`config.mk`:
```
export PLATFORM = sky130hd
export DESIGN_NAME = result_reader
export DESIGN_NICKNAME = d
export VERILOG_FILES = /design/src/rtl/result_reader.sv
export SDC_FILE = /design/constraint.sdc
export NUM_CORES = 1
export LEC_CHECK = 0
export CAP_MARGIN = 10
export CORE_MARGIN = 5
export CORE_UTILIZATION = 44
export CTS_CLUSTER_DIAMETER = 40
export DETAILED_ROUTE_END_ITERATION = 8
export PLACE_DENSITY = 0.7
export REMOVE_ABC_BUFFERS = 1
export SLEW_MARGIN = 10
export SYNTH_ARGS = -nofsm -noshare
export SYNTH_HDL_FRONTEND = slang
export SYNTH_SLANG_ARGS = --single-unit
```
`constraint.sdc`:
```
create_clock -name clk -period 6.2 [get_ports clk]
set_input_delay 1.86 -clock clk [delete_from_list [all_inputs] [get_ports clk]]
set_output_delay 1.86 -clock clk [all_outputs]
set_load 0.01 [all_outputs]
```
`src/rtl/result_reader.sv`:
```
// ---------------------------------------------------------------------------
// result_reader
//   Drains the result memory after a matmul run and streams every word to the
//   host over a valid/ready interface. Reads are issued sequentially to a
//   synchronous RAM (1-cycle read latency). A 2-entry skid buffer absorbs host
//   backpressure so that no word is dropped, duplicated or reordered.
//
// Ports
//   clk, rst_n       clock, asynchronous active-low reset
//   start            begin readback (sampled only while idle)
//   mem_en/mem_we    RAM read enable / write enable (write is always 0)
//   mem_addr         RAM read address
//   mem_dout         RAM read data, valid the cycle after mem_en
//   m_valid/m_ready  host stream handshake
//   m_data/m_last    stream word and end-of-stream marker
//   busy             readback in progress
//   done             sticky: full readback completed
// ---------------------------------------------------------------------------
module result_reader #(
    parameter int DEPTH  = 4096,
    parameter int ADDR_W = 12,
    parameter int DATA_W = 32
) (
    input  logic              clk,
    input  logic              rst_n,
    input  logic              start,
    output logic              mem_en,
    output logic              mem_we,
    output logic [ADDR_W-1:0] mem_addr,
    input  logic [DATA_W-1:0] mem_dout,
    output logic              m_valid,
    input  logic              m_ready,
    output logic [DATA_W-1:0] m_data,
    output logic              m_last,
    output logic              busy,
    output logic              done
);

    typedef enum logic [1:0] {
        S_IDLE  = 2'd0,
        S_READ  = 2'd1,
        S_DRAIN = 2'd2
    } state_e;

    localparam logic [ADDR_W-1:0] LAST_ADDR = ADDR_W'(DEPTH - 1);

    state_e            state_q, state_d;
    logic [ADDR_W-1:0] rd_addr_q, rd_addr_d;
    logic              done_q, done_d;
    logic              inflight_q;
    logic              inflight_last_q;
    logic [1:0]        buf_cnt_q;
    logic [DATA_W-1:0] e0_data_q, e1_data_q;
    logic              e0_last_q, e1_last_q;

    logic              pop_s;
    logic              push_s;
    logic              issue_s;
    logic              start_acc_s;
    logic [2:0]        occ_s;

    assign m_valid = (buf_cnt_q != 2'd0);
    assign pop_s   = m_valid & m_ready;
    assign push_s  = inflight_q;

    // Read issue: only when the word it returns is guaranteed a buffer slot,
    // counting words already buffered, the one in flight and this cycle's pop.
    always_comb begin
        occ_s   = {1'b0, buf_cnt_q} + {2'b00, inflight_q} - {2'b00, pop_s};
        issue_s = 1'b0;
        if ((state_q == S_READ) && (occ_s < 3'd2)) begin
            issue_s = 1'b1;
        end else begin
            issue_s = 1'b0;
        end
    end

    // Next-state, read address and done-flag logic.
    always_comb begin
        state_d     = state_q;
        rd_addr_d   = rd_addr_q;
        done_d      = done_q;
        start_acc_s = 1'b0;
        case (state_q)
            S_IDLE: begin
                if (start) begin
                    state_d     = S_READ;
                    rd_addr_d   = {ADDR_W{1'b0}};
                    done_d      = 1'b0;
                    start_acc_s = 1'b1;
                end else begin
                    state_d = S_IDLE;
                end
            end
            S_READ: begin
                if (issue_s) begin
                    // Address holds at the last entry so it never exceeds DEPTH-1.
                    if (rd_addr_q == LAST_ADDR) begin
                        state_d = S_DRAIN;
                    end else begin
                        rd_addr_d = rd_addr_q + ADDR_W'(1);
                    end
                end else begin
                    state_d = S_READ;
                end
            end
            S_DRAIN: begin
                if (pop_s && e0_last_q) begin
                    state_d = S_IDLE;
                    done_d  = 1'b1;
                end else begin
                    state_d = S_DRAIN;
                end
            end
            default: begin
                state_d = S_IDLE;
            end
        endcase
    end

    // Control state registers.
    always_ff @(posedge clk or negedge rst_n) begin
        if (!rst_n) begin
            state_q         <= S_IDLE;
            rd_addr_q       <= {ADDR_W{1'b0}};
            done_q          <= 1'b0;
            inflight_q      <= 1'b0;
            inflight_last_q <= 1'b0;
        end else begin
            state_q         <= state_d;
            rd_addr_q       <= rd_addr_d;
            done_q          <= done_d;
            inflight_q      <= issue_s;
            inflight_last_q <= issue_s && (rd_addr_q == LAST_ADDR);
        end
    end

    // Skid buffer: entry 0 is the head. Vacated entries are zeroed so the
    // head always reads 0 when the buffer is empty.
    always_ff @(posedge clk or negedge rst_n) begin
        if (!rst_n) begin
            buf_cnt_q <= 2'd0;
            e0_data_q <= {DATA_W{1'b0}};
            e1_data_q <= {DATA_W{1'b0}};
            e0_last_q <= 1'b0;
            e1_last_q <= 1'b0;
        end else if (start_acc_s) begin
            buf_cnt_q <= 2'd0;
            e0_data_q <= {DATA_W{1'b0}};
            e1_data_q <= {DATA_W{1'b0}};
            e0_last_q <= 1'b0;
            e1_last_q <= 1'b0;
        end else begin
            case ({push_s, pop_s})
                2'b10: begin
                    buf_cnt_q <= buf_cnt_q + 2'd1;
                    if (buf_cnt_q == 2'd0) begin
                        e0_data_q <= mem_dout;
                        e0_last_q <= inflight_last_q;
                    end else begin
                        e1_data_q <= mem_dout;
                        e1_last_q <= inflight_last_q;
                    end
                end
                2'b01: begin
                    buf_cnt_q <= buf_cnt_q - 2'd1;
                    e0_data_q <= e1_data_q;
                    e0_last_q <= e1_last_q;
                    e1_data_q <= {DATA_W{1'b0}};
                    e1_last_q <= 1'b0;
                end
                2'b11: begin
                    // Count unchanged: the new word lands behind whatever remains.
                    if (buf_cnt_q == 2'd1) begin
                        e0_data_q <= mem_dout;
                        e0_last_q <= inflight_last_q;
                    end else begin
                        e0_data_q <= e1_data_q;
                        e0_last_q <= e1_last_q;
                        e1_data_q <= mem_dout;
                        e1_last_q <= inflight_last_q;
                    end
                end
                default: begin
                    buf_cnt_q <= buf_cnt_q;
                end
            endcase
        end
    end

    assign mem_en   = issue_s;
    assign mem_we   = 1'b0;
    assign mem_addr = rd_addr_q;
    assign m_data   = e0_data_q;
    assign m_last   = e0_last_q;
    assign busy     = (state_q != S_IDLE);
    assign done     = done_q;

endmodule

```
# After elaboration in Yosys (flattened, before gate mapping)
# Cells that the tools add are included.
dict set report totals {
  ff_bits 85
  in_bits 36
  out_inout_bits 50
}
dict set report classes {
  n_addsub 5
  magnitude_cmp 1
  eq_ne 15
  n_mux 33
  bitwise 1
  n_reduce_logical 15
}
# op count
set ops {}
lappend ops {{$mux W32} 6}
lappend ops {{$pmux W32 S3} 2}
lappend ops {{$mux W12} 3}
lappend ops {{$pmux W12 S2} 1}
lappend ops {{$add A12 B1 Y12 const B} 1}
lappend ops {{$eq A12 B12 Y1 const B} 1}
lappend ops {{$mux W1} 12}
lappend ops {{$ne A3 B3 Y1 const B} 3}
lappend ops {{$mux W2} 4}
lappend ops {{$ne A2 B2 Y1 const B} 4}
lappend ops {{$reduce_bool A2 Y1} 4}
lappend ops {{$eq A2 B1 Y1 const B} 3}
lappend ops {{$eq A2 B2 Y1 const B} 3}
lappend ops {{$pmux W1 S3} 2}
lappend ops {{$pmux W2 S3} 1}
lappend ops {{$reduce_and A3 Y1} 2}
lappend ops {{$logic_not A2 Y1} 2}
lappend ops {{$pmux W2 S2} 1}
lappend ops {{$reduce_and A4 Y1} 1}
lappend ops {{$reduce_bool A4 Y1} 1}
lappend ops {{$add A2 B1 Y3} 1}
lappend ops {{$logic_and A1 B1 Y1} 3}
lappend ops {{$lt A3 B2 Y1 const B} 1}
lappend ops {{$ne A3 B2 Y1 const B} 1}
lappend ops {{other kinds (7)} 7}

# Depth between registers and ports, before layout
dict set report logic_depth {
  word_depth 8
  depth_mapped 13
}

# Worst setup path after synthesis
# OpenSTA, ideal clock, no wires.
dict set report synth_path {
  kind {in2out}
  startpoint {input port m_ready}
  endpoint {output port mem_en}
  arrival_time_ps 3397
  t_required_ps 4340
  setup_slack_ps 943
  stages 9
  n_path_buf 2
  cell_sequence {nor2b_1 buf_2 xnor2_1 nand2_1 fa_1 xnor2_2 nand3_4 inv_1 buf_2}
}
dict set report synth_between {
  elab_chain_cells 5
}
# element line
set synth_lines {}
lappend synth_lines {{start: declaration} 32} ;# input logic m_ready,
lappend synth_lines {{$and A1 B1 Y1} 63} ;# assign pop_s = m_valid & m_ready;
lappend synth_lines {{$sub A3 B1 Y3} 69} ;# occ_s = {1'b0, buf_cnt_q} + {2'b00, inflight_q} - {2'b00, pop_s};
lappend synth_lines {{$lt A3 B2 Y1} 71} ;# if ((state_q == S_READ) && (occ_s < 3'd2)) begin
lappend synth_lines {{$logic_and A1 B1 Y1} 71}
lappend synth_lines {{$mux W1} 71}
lappend synth_lines {{end: declaration} 27} ;# output logic mem_en,
# No other way between the ends.

# Worst setup path after layout
# Same ends and word-level chain as after synthesis.

==> results by group <==
Outcome
  • Outcome: completed

Die
  • Row Count: 34
  • Boundary Pins: 86
  • Initial core utilization: 44.9%
  • Die area: 10800 um^2
  • Die Ht: 104 um
  • Die width: 104 um
  • Core area: 8640 um^2

Pwr
  • Pwr per Cell Area: 465 nW/um^2
  • Int Pwr: 1.43 mW
  • Leakage: 2.26 nW
  • Maximum vdd drop: 0.000361 V
  • Reg power frac: 38.8%
  • Clock power frac: 15.4%
  • Switch share: 38.2%
  • Gate power share: 45.8%
  • Net load switching power: 886 uW

Job
  • Max Cap Violations: 0

Placement
  • Dpl ws: 118 ps
  • Port Buffers: 84
  • DP Area: 4810 um^2
  • Final HPWL from detailed placement: 5960 um
  • RD Place Congestion: 0.780

Drt
  • Iteration count of the initial detailed-routing pass: 4
  • Detailed Route Iter0 Violations: 130
  • Total wire length: 9340 um
  • Drt drc: 0
  • WL/cell: 17.3 um
  • Total number of vias: 3042
  • Via density: 5.62
  • Antenna-violating nets left: 0

Worst hold path
  • Min-delay src: m_data[0]
  • Worst Hold Path EP: m_data[0]
  • WHS Path Cells: 2
  • Hold Crit Class: flop to flop

STA
  • Setup TNS: 0 ps
  • Slew at the pin closest to its max-slew limit: 1080 ps
  • Period Utilization, post-route: 96.9%
  • Final hold slack: 481 ps
  • Final hold vios: 0
  • Final setup skew: 13.7 ps
  • Rel. slew slack: 27.5%
  • Fin worst setup slack: 192 ps
  • RSZ-0062 raised after global routing: no
  • Final Max Slew Viols: 0
  • Fin crit period: 6010 ps
  • Final setup viols: 0
  • Maximum clock rate: 0.166 GHz

Clock network
  • Worst-path clk slew: 90 ps
  • CTS Buffer Depth: 2
  • CTS Buf Count: 9
  • Root Driver: clkbuf_8
  • # clock sinks: 85
  • Worst-Skew Late Latency: 350 ps
  • H-tree depth: 3
  • TritonCTS clock tree: done
  • Postcts setup bufs: 0

Setup path
  • Worst setup SP type: input pin
  • Crit Reg-Reg Endpoint: mem_addr[8]
  • FF-to-FF path depth: 10
  • CP required: 4340 ps
  • Worst EP arrival: 4150 ps
  • Flop2flop setup slack: 3110 ps
  • Crit path max fanout: 3
  • Worst Setup End Kind: output port
  • Reg-to-Reg Start: buf_cnt_q[1]
  • Crit Path Class: input pin to output port

Synth
  • Proportion of netlist area held by the largest area contributor: 54.9%
  • Post-Syn Area: 3880 um^2
  • Compound-gate portion of the synthesized area: 18.1%
  • Async SR Flop Fraction: 100%
  • Adder-Cell Fraction of Synth Area: 1.48%
  • Post-Synth XOR/XNOR Area: 0.645%
  • Ranking of synthesized cells by area: dfrtp_1, mux2i_1, a22o_1
  • Cell taking the most area after synthesis: dfrtp_1
  • Share of the yosys chip area belonging to registers: 54.9%
  • Post-synth EDFFs: 0
  • Synth Flop Type: dfrtp_1
  • Distinct cells, synth: 47
  • Post-Syn Instances: 347
  • Yosys warning count: 0
  • Fraction of synthesized area in multiplexers: 9.36%
  • Mapped Avg Cell Area: 11.2 um^2
  • Main combinational cell family by area after synthesis: compound AO/OA/AOI/OAI gates
  • Simple-Gate Fraction of Synth Area: 11.7%
  • Yosys reg bits: 85

Cells and area
  • Synth-to-Final Area Change: 28.7%
  • Most common cell after layout, fill and taps aside: dfrtp_1
  • Nets: 468
  • Share of post-route cells with drive strength above 1: 9.01%
  • Fin area: 4990 um^2
  • Ant diodes: 0
  • Most frequent cells in the layout: dfrtp_1, clkdlybuf4s50_1, nand2_1, o21ai_0, mux2i_1

Global route
  • First-pass GRT wire length: 15700 um
  • Largest net degree at the start of global routing: 86
  • GR Util All Layers: 17.4%
  • Vias in the first global route: 3032
  • Global route overflow: 0
  • Antenna violations before repair: 0
==> layout make-up <==
class,instances,area (um^2)
Fill cell,748,3650
Sequential cell,85,2130
Multi-Input combinational cell,232,1620
Timing Repair Buffer,93,906
Tap cell,108,135
Clock buffer,10,128
Clock inverter,6,47.5
Inverter,7,26.3
==> worst max path at each step <==
| stage | slack (ps) | start | to | cells after the start |
|---|---|---|---|---|
| 2_1_floorplan | 750 | m_ready | mem_en | 7 |
| 3_3_place_gp | 120 | m_ready | mem_en | 9 |
| 3_5_place_dp | 120 | m_ready | mem_en | 9 |
| 4_1_cts | 90 | m_ready | mem_en | 9 |
| 5_1_grt | 30 | m_ready | mem_en | 9 |
| 6_report | 190 | m_ready | mem_en | 9 |
==> sequential cells by signal, indices dropped and copies added (netlist names) <==
name and count:
mem_addr 12, done 1, m_last 1, inflight_last_q 1, buf_cnt_q 2, inflight_q 1
e1_last_q 1, m_data 32, e1_data_q 32, state_q 2
==> cells by family after synthesis <==
logic type	count (synthesis)
compound gates	101
simple gates	88
flops	85
mux	36
buf+inv	30
fa+ha+maj	4
xor+xnor	2
other cells	1
==> critical path: stages <==
cell	delay, ps
clkdlybuf4s50_1	470
nor2b_2	190
xnor2_1	160
nand2_1	110
fa_1	410
xnor2_2	250
nand3_4	90
inv_1	80
clkdlybuf4s50_1	530
==> power groups by stage <==
stage | clock network, mW | registers, mW | logic, mW
after floorplan | 0 | 0.928 | 0.568
after global placement | 0 | 0.900 | 1.05
after detailed placement | 0 | 0.909 | 1.07
after CTS | 0.364 | 0.899 | 1.07
after global routing | 0.390 | 0.926 | 1.17
final | 0.356 | 0.900 | 1.06
==> synthesized netlist by cell type (5+ instances only) <==
cell type  instances
dfrtp_1           85
mux2i_1           34
o21ai_1            6
nand4_1            6
o21ai_0           35
nand3_1            7
a31oi_1            5
a22o_1            33
inv_1              7
nor2_1             5
buf_2             13
o31ai_1            6
a21oi_1            5
nand2_1           44
clkbuf_1           5
==> metal layers <==
| layer | routed length [um] | global-route usage (%) | vias up |
|---|---|---|---|
| li1 | - | - | 1423 |
| met5 | 0 | 0 | - |
| met3 | 454 | 3.66 | 12 |
| met4 | 103 | 5.37 | 0 |
| met2 | 4310 | 25.9 | 80 |
| met1 | 4470 | 25.5 | 1527 |
==> through the flow <==
step	std cells	total power, mW	utilization [%]
detailed placement	525	1.98	55.7
CTS	541	2.34	57.8
global route	541	2.48	57.8
floorplan	324	1.50	-
finish	541	2.32	57.8
global placement	525	1.95	55.7
==> repair_timing <==
item | CTS | global route
hold buffers | 0 | 0
endpoints found under the hold margin | 0 | 0
resized for setup | 0 | 1
setup endpoints to repair | 0 | 1
Power figures use the tool's default switching activity.
